--- src/rtl/sa_pkg.sv ---
// sa_pkg: FSM state codes and width helpers shared by sa_mm_core and sa_mac_pe
package sa_pkg;
    typedef enum logic [1:0] {S_IDLE, S_FEED, S_FLUSH, S_DRAIN} state_t;
    function automatic int clog2(input int v);
        int r;
        r = 0;
        while ((1 << r) < v) r++;
        return r;
    endfunction
    function automatic int max2(input int a, input int b);
        return a > b ? a : b;
    endfunction
endpackage

--- src/rtl/sa_mac_pe.sv ---
// sa_mac_pe: one systolic PE, forwards operands east/south and accumulates a*b each cycle
// SA_MM_SAT_EN defined: accumulator saturates; undefined: wraps modulo 2^OUT_LEN
module sa_mac_pe import sa_pkg::*; #(
    parameter int IN_LEN  = 8,
    parameter int OUT_LEN = 20
) (
    input  logic                      clk,
    input  logic                      sys_rst,
    input  logic                      clr,
    input  logic signed [IN_LEN-1:0]  a_in,
    input  logic signed [IN_LEN-1:0]  b_in,
    output logic signed [IN_LEN-1:0]  a_out,
    output logic signed [IN_LEN-1:0]  b_out,
    output logic signed [OUT_LEN-1:0] acc
);
    localparam int W = max2(OUT_LEN, 2*IN_LEN) + 1;
`ifdef SA_MM_SAT_EN
    localparam logic signed [W-1:0] HI = {{(W-OUT_LEN+1){1'b0}}, {(OUT_LEN-1){1'b1}}};
    localparam logic signed [W-1:0] LO = ~HI;
`endif
    logic signed [IN_LEN-1:0]   a_q, a_d, b_q, b_d;
    logic signed [OUT_LEN-1:0]  acc_q, acc_d;
    logic signed [2*IN_LEN-1:0] prod;
    logic signed [W-1:0]        acc_w, prod_w, sum;
    always_comb begin
        a_d    = a_in;
        b_d    = b_in;
        prod   = a_in * b_in;
        acc_w  = acc_q;
        prod_w = prod;
        sum    = acc_w + prod_w;
`ifdef SA_MM_SAT_EN
        acc_d  = sum > HI ? OUT_LEN'(HI) : sum < LO ? OUT_LEN'(LO) : OUT_LEN'(sum);
`else
        acc_d  = OUT_LEN'(sum);
`endif
        if (clr) acc_d = '0;
    end
    always_ff @(posedge clk) begin
        if (sys_rst) begin
            a_q   <= '0;
            b_q   <= '0;
            acc_q <= '0;
        end else begin
            a_q   <= a_d;
            b_q   <= b_d;
            acc_q <= acc_d;
        end
    end
    assign a_out = a_q;
    assign b_out = b_q;
    assign acc   = acc_q;
endmodule

--- src/rtl/sa_mm_core.sv ---
// sa_mm_core: X*Y output-stationary systolic array computing C = A*B with streamed A columns / B rows
// SA_MM_SAT_EN selects saturating accumulation in every PE
module sa_mm_core import sa_pkg::*; #(
    parameter int X       = 3,
    parameter int Y       = 3,
    parameter int N_MAX   = 8,
    parameter int IN_LEN  = 8,
    parameter int OUT_LEN = 20
) (
    input  logic                         clk,
    input  logic                         sys_rst,
    input  logic                         start,
    input  logic [clog2(N_MAX+1)-1:0]    n_len,
    input  logic                         a_val,
    output logic                         a_rdy,
    input  logic [X*IN_LEN-1:0]          a_data,
    input  logic                         b_val,
    output logic                         b_rdy,
    input  logic [Y*IN_LEN-1:0]          b_data,
    output logic                         out_val,
    input  logic                         out_rdy,
    output logic [Y*OUT_LEN-1:0]         out_data,
    output logic [clog2(X):0]            out_row,
    output logic                         busy,
    output logic                         done
);
    localparam int NW = clog2(N_MAX+1);
    localparam int RW = clog2(X) + 1;
    localparam int FW = clog2(X+Y);
    state_t            state_q, state_d;
    logic [NW-1:0]     k_q, k_d, cnt_q, cnt_d;
    logic [FW-1:0]     fl_q, fl_d;
    logic [RW-1:0]     row_q, row_d;
    logic              done_q, done_d, accept, clr, unused_edge;
    logic signed [IN_LEN-1:0]  a_h [X][Y+1];
    logic signed [IN_LEN-1:0]  b_v [X+1][Y];
    logic signed [OUT_LEN-1:0] acc [X][Y];
    always_comb begin
        state_d = state_q;
        k_d     = k_q;
        cnt_d   = cnt_q;
        fl_d    = fl_q;
        row_d   = row_q;
        done_d  = 1'b0;
        clr     = 1'b0;
        accept  = state_q == S_FEED && a_val && b_val;
        case (state_q)
            S_IDLE: if (start) begin
                clr     = 1'b1;
                k_d     = n_len > NW'(N_MAX) ? NW'(N_MAX) : n_len;
                cnt_d   = '0;
                fl_d    = '0;
                state_d = k_d == '0 ? S_FLUSH : S_FEED;
            end
            S_FEED: if (accept) begin
                cnt_d   = cnt_q + 1'b1;
                state_d = cnt_d == k_q ? S_FLUSH : S_FEED;
            end
            S_FLUSH: begin
                fl_d    = fl_q + 1'b1;
                state_d = fl_q == FW'(X+Y-2) ? S_DRAIN : S_FLUSH;
            end
            S_DRAIN: if (out_rdy) begin
                done_d  = row_q == RW'(X);
                row_d   = done_d ? RW'(1) : row_q + 1'b1;
                state_d = done_d ? S_IDLE : S_DRAIN;
            end
            default: state_d = S_IDLE;
        endcase
    end
    always_ff @(posedge clk) begin
        if (sys_rst) begin
            state_q <= S_IDLE;
            k_q     <= '0;
            cnt_q   <= '0;
            fl_q    <= '0;
            row_q   <= RW'(1);
            done_q  <= 1'b0;
        end else begin
            state_q <= state_d;
            k_q     <= k_d;
            cnt_q   <= cnt_d;
            fl_q    <= fl_d;
            row_q   <= row_d;
            done_q  <= done_d;
        end
    end
    assign a_rdy   = state_q == S_FEED && b_val;
    assign b_rdy   = state_q == S_FEED && a_val;
    assign out_val = state_q == S_DRAIN;
    assign busy    = state_q != S_IDLE;
    assign done    = done_q;
    assign out_row = row_q;
    // Lane i is delayed i+1 cycles; zeros are injected whenever no beat is taken so skew never slips
    for (genvar i = 0; i < X; i++) begin : g_ska
        logic signed [IN_LEN-1:0] sr_q [i+1], sr_d [i+1];
        always_comb begin
            sr_d[0] = accept ? a_data[i*IN_LEN +: IN_LEN] : '0;
            for (int d = 1; d <= i; d++) sr_d[d] = sr_q[d-1];
        end
        always_ff @(posedge clk)
            for (int d = 0; d <= i; d++) sr_q[d] <= sys_rst ? '0 : sr_d[d];
        assign a_h[i][0] = sr_q[i];
    end
    for (genvar j = 0; j < Y; j++) begin : g_skb
        logic signed [IN_LEN-1:0] sr_q [j+1], sr_d [j+1];
        always_comb begin
            sr_d[0] = accept ? b_data[j*IN_LEN +: IN_LEN] : '0;
            for (int d = 1; d <= j; d++) sr_d[d] = sr_q[d-1];
        end
        always_ff @(posedge clk)
            for (int d = 0; d <= j; d++) sr_q[d] <= sys_rst ? '0 : sr_d[d];
        assign b_v[0][j] = sr_q[j];
    end
    for (genvar i = 0; i < X; i++) begin : g_row
        for (genvar j = 0; j < Y; j++) begin : g_col
            sa_mac_pe #(.IN_LEN(IN_LEN), .OUT_LEN(OUT_LEN)) u_pe (
                .clk    (clk),
                .sys_rst(sys_rst),
                .clr    (clr),
                .a_in   (a_h[i][j]),
                .b_in   (b_v[i][j]),
                .a_out  (a_h[i][j+1]),
                .b_out  (b_v[i+1][j]),
                .acc    (acc[i][j])
            );
        end
    end
    always_comb begin
        unused_edge = 1'b0;
        for (int i = 0; i < X; i++) unused_edge ^= ^a_h[i][Y];
        for (int j = 0; j < Y; j++) unused_edge ^= ^b_v[X][j];
    end
    always_comb begin
        out_data = '0;
        for (int i = 0; i < X; i++)
            for (int j = 0; j < Y; j++)
                if (out_val && row_q == RW'(i+1)) out_data[j*OUT_LEN +: OUT_LEN] = acc[i][j];
    end
endmodule

--- config.mk ---
export PLATFORM = sky130hd
export DESIGN_NAME = sa_mm_core
export DESIGN_NICKNAME = d
export VERILOG_FILES = /design/src/rtl/sa_pkg.sv /design/src/rtl/sa_mac_pe.sv /design/src/rtl/sa_mm_core.sv
export SDC_FILE = /design/constraint.sdc
export NUM_CORES = 2
export LEC_CHECK = 0
export CAP_MARGIN = 20
export CORE_MARGIN = 2
export CORE_UTILIZATION = 63
export CTS_BUF_LIST = sky130_fd_sc_hd__clkbuf_16
export DETAILED_ROUTE_END_ITERATION = 10
export PLACE_DENSITY = 0.77
export SETUP_SLACK_MARGIN = 0.2
export SYNTH_ARGS = -nofsm -noshare
export SYNTH_HDL_FRONTEND = slang
export SYNTH_SLANG_ARGS = --single-unit
--- constraint.sdc ---
create_clock -name clk -period 8.6 [get_ports clk]
set_clock_uncertainty 0.1 [all_clocks]
set_input_delay 2.15 -clock clk [delete_from_list [all_inputs] [get_ports clk]]
set_output_delay 2.15 -clock clk [all_outputs]
set_load 0.02 [all_outputs]
# After elaboration in Yosys (flattened, before gate mapping)
# Memory sizes are Yosys's and may differ from the RTL's.
# Index checks and enable logic that the tools add are counted.
[totals] ramBits=96 output_inout_bits=68 latchBits=0 memories=6 word_cells=130 register_bits=293 rom_bits=0 in_bits=58
[op_classes] n_reduce_logical=18 bitwise=2 n_eq_ne=11 add_sub_neg=12 div=0 n_mux=44 magnitude_cmp=1 n_shift=0 multipliers=9
[memory_table] memory="g_ska[2].sr_q" words=3 width=8 read_ports=3 rd_clocked_by_memory_dff=0 write_ports=3 line_no="sa_mm_core.sv:96" text="logic signed [IN_LEN-1:0] sr_q [i+1], sr_d [i+1];"
[memory_table] memory="g_skb[2].sr_q" words=3 width=8 read_ports=3 rd_clocked_by_memory_dff=0 write_ports=3 line_no="sa_mm_core.sv:106" text="logic signed [IN_LEN-1:0] sr_q [j+1], sr_d [j+1];"
[memory_table] memory="g_ska[1].sr_q" words=2 width=8 read_ports=2 rd_clocked_by_memory_dff=0 write_ports=2 line_no="sa_mm_core.sv:96"
[memory_table] memory="g_skb[1].sr_q" words=2 width=8 read_ports=2 rd_clocked_by_memory_dff=0 write_ports=2 line_no="sa_mm_core.sv:106"
[memory_table] memory="g_ska[0].sr_q" words=1 width=8 read_ports=1 rd_clocked_by_memory_dff=0 write_ports=1 line_no="sa_mm_core.sv:96"
[memory_table] memory="g_skb[0].sr_q" words=1 width=8 read_ports=1 rd_clocked_by_memory_dff=0 write_ports=1 line_no="sa_mm_core.sv:106"
[ops] operator="adder 20 x 16 -> 20 bit" count=9
[ops] operator="2-to-1 mux 20 bit" count=9
[ops] operator="multiplier 8 x 8 -> 16 bit" count=9
[ops] operator="2-to-1 mux 8 bit" count=18
[ops] operator="2-to-1 mux 2 bit" count=6
[ops] operator="2-to-1 mux 4 bit" count=3
[ops] operator="case mux 2 bit (4 select lines)" count=1
[ops] operator="case mux 4 bit (2 select lines)" count=1
[ops] operator="adder 3 x 1 -> 3 bit, second input constant" count=2
[ops] operator="== test 3 x 2 -> 1 bit, second input constant" count=2
[ops] operator="logical AND 1 bit" count=6
[ops] operator="2-to-1 mux 3 bit" count=2
[ops] operator="case mux 3 bit (2 select lines)" count=1
[ops] operator="AND reduction 2 bit" count=3
[ops] operator="AND reduction 3 bit" count=2
[ops] operator="nonzero test 2 bit" count=3
[ops] operator="adder 4 x 1 -> 4 bit, second input constant" count=1
[ops] operator="== test 2 bit, second input constant" count=2
[ops] operator="== test 4 bit" count=1
[ops] operator="> comparator 4 bit, second input constant" count=1
[ops] operator="zero test 4 bit" count=1
[ops] operator="inequality test 2 bit, second input constant" count=2
[ops] operator="== test 3 x 1 -> 1 bit, second input constant" count=1
[ops] operator="== test 3 bit, second input constant" count=1
[ops] operator="other kinds (7)" count=10

# Depth between registers and ports, before layout
[logic_depth] depth_word=6 ltp_mapped=19 depth_no_buf=18

# Cells and area by module
# From an unflattened synthesis, not the netlist that was laid out.
[unflattened] hier_cells=4612 hier_area_um2=45885.3
[by_module_without_submodules] mod="sa_mac_pe at g_row[1].g_col[0].u_pe ..." seq_area_each_um2=720.7 cells_per_inst=456 instances=4 area_each_um2=4560.6
[by_module_without_submodules] mod="sa_mac_pe at g_row[0].g_col[0].u_pe ..." seq_area_each_um2=720.7 cells_per_inst=455 instances=2 area_each_um2=4546.9
[by_module_without_submodules] mod="sa_mm_core" seq_area_each_um2=2262.2 cells_per_inst=530 instances=1 area_each_um2=4894.7
[by_module_without_submodules] mod="sa_mac_pe at g_row[2].g_col[2].u_pe" seq_area_each_um2=720.7 cells_per_inst=450 instances=1 area_each_um2=4563.1
[by_module_without_submodules] mod="sa_mac_pe at g_row[2].g_col[1].u_pe" seq_area_each_um2=720.7 cells_per_inst=450 instances=1 area_each_um2=4550.6
[by_module_without_submodules] mod="sa_mac_pe at g_row[0].g_col[2].u_pe" seq_area_each_um2=720.7 cells_per_inst=448 instances=1 area_each_um2=4540.6

# Least setup slack after synthesis
# OpenSTA, ideal clock, no wires.
[synth_path] path_type="flip-flop to flip-flop" start="reg g_row[0].g_col[0].u_pe.b_q[0]" end="reg g_row[1].g_col[0].u_pe.acc_q[18]" t_arrival_ns=5.247 period_less_slack_ns=5.467 path_stages_with_launch=17 setup_slack_ns=3.133 t_required_ns=8.381 setup_ns=0.119 n_path_buf=1 cell_sequence="dfxtp_1 > clkbuf_1 > and2_1 > inv_1 > fa_1 > inv_1 > fa_1 > fa_1 > fa_1 > fa_1 > ha_1 > o21a_1 > a2111oi_1 > o311ai_1 > a21oi_2 > a2111oi_0 > o21bai_1"
[synth_via] elab_chain_len=2
[synth_rtl] element="start: declaration" line_no="sa_mac_pe.sv:21" text="logic signed [IN_LEN-1:0] a_q, a_d, b_q, b_d;"
[synth_rtl] element="start signal: assignment" line_no="sa_mac_pe.sv:42" text="b_q <= '0;"
[synth_rtl] element="start signal: assignment" line_no="sa_mac_pe.sv:46" text="b_q <= b_d;"
[synth_rtl] element="multiplier 8 x 8 -> 16 bit" line_no="sa_mac_pe.sv:28" text="prod = a_in * b_in;"
[synth_rtl] element="adder 20 x 16 -> 20 bit" line_no="sa_mac_pe.sv:31" text="sum = acc_w + prod_w;"
[synth_rtl] element="end signal: assignment" line_no="sa_mac_pe.sv:43" text="acc_q <= '0;"
[synth_rtl] element="end signal: assignment" line_no="sa_mac_pe.sv:47" text="acc_q <= acc_d;"
[synth_rtl] element="end: declaration" line_no="sa_mac_pe.sv:22" text="logic signed [OUT_LEN-1:0] acc_q, acc_d;"
# Every way passes these cells.
# A chain may end at the register's enable or synchronous reset.

# Worst setup path in the final report
[layout_path] start="reg state_q[0]" end="out out_data[42]"
[layout_via] elab_chain_len=5 word_cells_on_any_way=7 cone_classes="eq/ne: 1; mux: 3; reduce/logical: 3"
[layout_rtl] element="start: declaration" line_no="sa_mm_core.sv:30" text="state_t state_q, state_d;"
[layout_rtl] element="start signal: assignment" line_no="sa_mm_core.sv:80" text="state_q <= state_d;"
[layout_rtl] element="== test 2 bit (*)" line_no="sa_mm_core.sv:90" text="assign out_val = state_q == S_DRAIN;"
[layout_rtl] element="logical AND 1 bit" line_no="sa_mm_core.sv:138" text="if (out_val && row_q == RW'(i+1)) out_data[j*OUT_LEN +: OUT_LEN] = acc[i][j];"
[layout_rtl] element="2-to-1 mux 20 bit (2 in a row)" line_no="sa_mm_core.sv:138"
[layout_rtl] element="2-to-1 mux 20 bit (*)" line_no="sa_mm_core.sv:138"
[layout_rtl] element="end: declaration" line_no="sa_mm_core.sv:22" text="output logic [Y*OUT_LEN-1:0] out_data,"
# Mark *: on every way between the ends. The rest lies on a longest branch, timed or not.

==> metrics.txt <==
# TYPE chip_impl_metric gauge
chip_impl_metric{name="firstDrtPassIters",unit=""} 5
chip_impl_metric{name="clock_tree.htree_level_count",unit=""} 2
chip_impl_metric{name="final_weighted_congestion_in_routability_driven_placement",unit=""} 0.934
chip_impl_info{name="crit_slowest_cell",value="sky130_fd_sc_hd__buf_4"} 1
chip_impl_info{name="synth_area_leader_cell",value="sky130_fd_sc_hd__fa_1"} 1
chip_impl_metric{name="simple_logic_cell_fraction_of_the_synthesized_area",unit="%"} 14.5
chip_impl_metric{name="slew_headroom",unit="%"} 34.9
chip_impl_metric{name="synth_enable_flop_cells",unit=""} 0
chip_impl_metric{name="placement_rows",unit=""} 96
chip_impl_metric{name="drive_above_1_share",unit="%"} 2.12
chip_impl_metric{name="worst_skew_pair.late_latency",unit="ns"} 0.62
chip_impl_metric{name="area_delta_synth_final",unit="%"} 8.35
chip_impl_metric{name="initial_antenna_violation_count",unit=""} 1
chip_impl_metric{name="post-cts-setup-buffer-count",unit=""} 0
chip_impl_metric{name="postSynthRegisterBits",unit=""} 389
chip_impl_metric{name="clock_tree.buffer_depth",unit=""} 3
chip_impl_metric{name="cts_hold_repair.buffers",unit=""} 0
chip_impl_metric{name="synth_adder_area_share",unit="%"} 48.8
chip_impl_info{name="worst-setup-path-type",value="register to output port"} 1
chip_impl_metric{name="min_period",unit="ns"} 6.31
chip_impl_metric{name="dr_total_vias",unit=""} 29880
chip_impl_info{name="yosys-top-cells-area",value="sky130_fd_sc_hd__fa_1, sky130_fd_sc_hd__dfxtp_1, sky130_fd_sc_hd__ha_1"} 1
chip_impl_metric{name="cp_data_arrival_time",unit="ns"} 4.06
chip_impl_metric{name="drc",unit=""} 0
chip_impl_info{name="cp-start-kind",value="register"} 1
chip_impl_info{name="cts_root_buf",value="sky130_fd_sc_hd__clkbuf_16"} 1
chip_impl_metric{name="total_power",unit="mW"} 4.10
chip_impl_metric{name="clk_pin_slew_worst_paths",unit="ns"} 0.07
chip_impl_metric{name="post_synth_inst_count",unit=""} 4421
chip_impl_metric{name="postCtsResizedCells",unit=""} 0
chip_impl_metric{name="vdd_drop_max",unit="uV"} 141
chip_impl_metric{name="global_route_wire_length_before_repair",unit="mm"} 165
chip_impl_metric{name="yosys.cell_types.count",unit=""} 67
chip_impl_info{name="synth_ff_type",value="sky130_fd_sc_hd__dfxtp_1"} 1
chip_impl_metric{name="io_pins",unit=""} 126
chip_impl_metric{name="placed_wire_length_estimate",unit="mm"} 80.0
chip_impl_info{name="tritoncts",value="built"} 1
chip_impl_metric{name="floorplan.initialDensity",unit="%"} 63.4
chip_impl_metric{name="die_w",unit="um"} 266
chip_impl_info{name="grt_setup_unrepaired",value="no"} 1
chip_impl_metric{name="synth.yosys.seq_area_share",unit="%"} 18.0
chip_impl_metric{name="share_of_the_clock_period_used_by_the_worst_path",unit="%"} 73.4
chip_impl_metric{name="synthMuxAreaShare",unit="%"} 0.0695
chip_impl_metric{name="worstPathMaxFanout",unit=""} 55
chip_impl_info{name="cp_cell_sequence",value="nand2_1 > nor3b_2 > buf_4 > a22oi_1 > a21oi_1 > clkdlybuf4s50_1"} 1
chip_impl_metric{name="gr-total-overflow",unit=""} 0
chip_impl_info{name="status",value="finished, final reports clean"} 1
chip_impl_metric{name="port_buffers",unit=""} 125
chip_impl_metric{name="tightest_slew",unit="ns"} 0.977
chip_impl_metric{name="setup_viol",unit=""} 0
chip_impl_metric{name="static-leakage-power",unit="nW"} 24.7
chip_impl_metric{name="cp_data_required_time",unit="ns"} 6.35
chip_impl_metric{name="timing_max_transition_violations_final",unit=""} 0
chip_impl_metric{name="power_density",unit="mW/mm2"} 87.5
chip_impl_metric{name="clock_sinks",unit=""} 389
chip_impl_info{name="synth_common_cells",value="sky130_fd_sc_hd__inv_1, sky130_fd_sc_hd__fa_1, sky130_fd_sc_hd__ha_1"} 1
chip_impl_metric{name="grt_max_degree",unit=""} 86
chip_impl_metric{name="fin_tns_setup",unit="ns"} 0
chip_impl_metric{name="synthXorXnorAreaFrac",unit="%"} 3.42
chip_impl_metric{name="detail_route.wl_per_cell",unit="um"} 18.2
chip_impl_metric{name="final-hold-violation-count",unit=""} 0
chip_impl_metric{name="first_global_vias",unit=""} 31361
chip_impl_metric{name="synth_top_area_share",unit="%"} 36.7
chip_impl_metric{name="cts-buffers-inserted",unit=""} 47
chip_impl_metric{name="synthesized_area_fraction_occupied_by_ao_oa_aoi_and_oai_cells",unit="%"} 6.99
chip_impl_metric{name="drt-total-wl",unit="mm"} 98.8
chip_impl_info{name="yosysMostFrequentCell",value="sky130_fd_sc_hd__inv_1"} 1
chip_impl_info{name="critical_path.endpoint_type",value="output port"} 1
chip_impl_metric{name="antenna_violating_nets_left",unit=""} 0
chip_impl_info{name="holdCritPathClass",value="register to register"} 1
chip_impl_metric{name="n_fill_cell",unit=""} 5251
chip_impl_metric{name="ff_latch_area",unit="mm2"} 0.00779
chip_impl_metric{name="finish.net_count",unit=""} 5773
chip_impl_metric{name="critPathMaxStageDelay",unit="ns"} 0.74
chip_impl_metric{name="groute.usage.overall",unit="%"} 29.5
chip_impl_metric{name="cap_viol_max_count",unit=""} 0
chip_impl_metric{name="synth_fp_nets",unit=""} 5691
chip_impl_metric{name="die_h",unit="um"} 266
chip_impl_metric{name="synthesis.yosys.warnings",unit=""} 0
chip_impl_metric{name="max_freq",unit="MHz"} 158
chip_impl_metric{name="ys_async_sr_fraction",unit="%"} 0
chip_impl_metric{name="initial_drc_count",unit=""} 2254
chip_impl_metric{name="syn_area",unit="mm2"} 0.0432
chip_impl_info{name="synth_top_family_by_area",value="adder cells"} 1
chip_impl_metric{name="die_ar",unit="mm2"} 0.0707
chip_impl_metric{name="post_drt_via_cell_ratio",unit=""} 5.51
chip_impl_metric{name="core_region_area",unit="mm2"} 0.0682
chip_impl_metric{name="synthesis.area_per_instance",unit="um2"} 9.78
chip_impl_metric{name="area_of_the_multi_input_gates",unit="mm2"} 0.0319
-- report_power, final --
part | switching [mW] | internal, mW | leakage [nW] | total (mW)
Clock | 0.872 | 1.14 | 0.760 | 2.02
Sequential | 0.0298 | 1.82 | 3.13 | 1.85
Combinational | 0.147 | 0.0844 | 20.8 | 0.231
Total | 1.05 | 3.05 | 24.7 | 4.10
-- flip-flops by register name, indices dropped and copies added, names as in the netlist --
signal and count:
cnt_q 4, done 1, fl_q 3, g_row.g_col.u_pe.a_out 48, g_row.g_col.u_pe.acc 180, g_row.g_col.u_pe.b_out 48
g_ska.sr_q 48, g_skb.sr_q 48, k_q 4, out_row 3, state_q 2
-- cell families (layout without fill, tap and decap cells) --
logic type | after synthesis | in the layout
compound gates | 469 | 469
mux | 3 | 3
xor+xnor | 169 | 169
buf+inv | 943 | 1061
fa+ha+maj | 1212 | 1212
flops | 389 | 389
simple gates | 1236 | 1236
other cells | 0 | 1
-- cell type report --
class | count | share of cell area [%]
Multi-Input combinational cell | 3089 | 68.2
Clock inverter | 37 | 0.734
Sequential cell | 389 | 16.6
Clock buffer | 48 | 2.56
Antenna cell | 1 | 0.00534
Tap cell | 882 | 2.36
Timing Repair Buffer | 132 | 2.79
Inverter | 844 | 6.76
-- worst paths after layout --
kind	from	end	slack, ns	depth (start not counted)
max	state_q[0]	out_data[42]	2.29	6
min	g_skb[2].sr_q[0][2]	g_skb[2].sr_q[0][10]	0.32	1
max reg2reg	g_row[0].g_col[1].u_pe.b_out[0]	g_row[1].g_col[1].u_pe.acc[16]	2.65	15
min reg2reg	g_skb[2].sr_q[0][2]	g_skb[2].sr_q[0][10]	0.32	1
-- critical path: cells and delay by family (launching register included) --
kind,cells,cell delay [ns]
buffers and inverters,2,1.42
AOI/OAI and AO/OA,2,0.66
DFF,1,0.53
and+or+nand+nor,2,0.77
-- through the flow --
| step | util, % | area, um2 | hold slack, ns | instances | setup WS, ns |
|---|---|---|---|---|---|
| 2_1_floorplan | - | 43200 | 0.314 | 4421 | 3.13 |
| 5_1_grt | 68.7 | 46800 | 0.351 | 5421 | 2.25 |
| 3_3_place_gp | 66.4 | 45300 | 0.318 | 5336 | 2.80 |
| 4_1_cts | 68.7 | 46800 | 0.330 | 5421 | 2.40 |
| 6_report | 68.7 | 46800 | 0.323 | 5422 | 2.29 |
| 3_5_place_dp | 66.4 | 45300 | 0.320 | 5336 | 2.72 |
-- per-layer routing --
layer	up-vias	GRT usage (%)	routed length (um)
met1	14888	40.7	41900
met3	199	3.51	6170
li1	13808	-	-
met4	0	11.3	4210
met2	985	48.0	46600
met5	-	0	0
-- placed cells by master (no fill, tap or decap), types with 26 or more instances in the layout --
cell type,n
sky130_fd_sc_hd__o21bai_1,26
sky130_fd_sc_hd__nor2b_1,141
sky130_fd_sc_hd__o21ai_0,65
sky130_fd_sc_hd__a22oi_1,62
sky130_fd_sc_hd__xnor2_1,124
sky130_fd_sc_hd__dfxtp_1,389
sky130_fd_sc_hd__a21oi_1,129
sky130_fd_sc_hd__xor2_1,45
sky130_fd_sc_hd__nor3_1,46
sky130_fd_sc_hd__and2_1,394
sky130_fd_sc_hd__nor2_1,295
sky130_fd_sc_hd__clkdlybuf4s50_1,124
sky130_fd_sc_hd__clkbuf_16,48
sky130_fd_sc_hd__a211oi_1,52
sky130_fd_sc_hd__inv_1,842
sky130_fd_sc_hd__ha_1,420
sky130_fd_sc_hd__fa_1,792
sky130_fd_sc_hd__nand2_1,272
sky130_fd_sc_hd__a21o_1,31
Note: power is estimated with default switching activity, not from simulation.
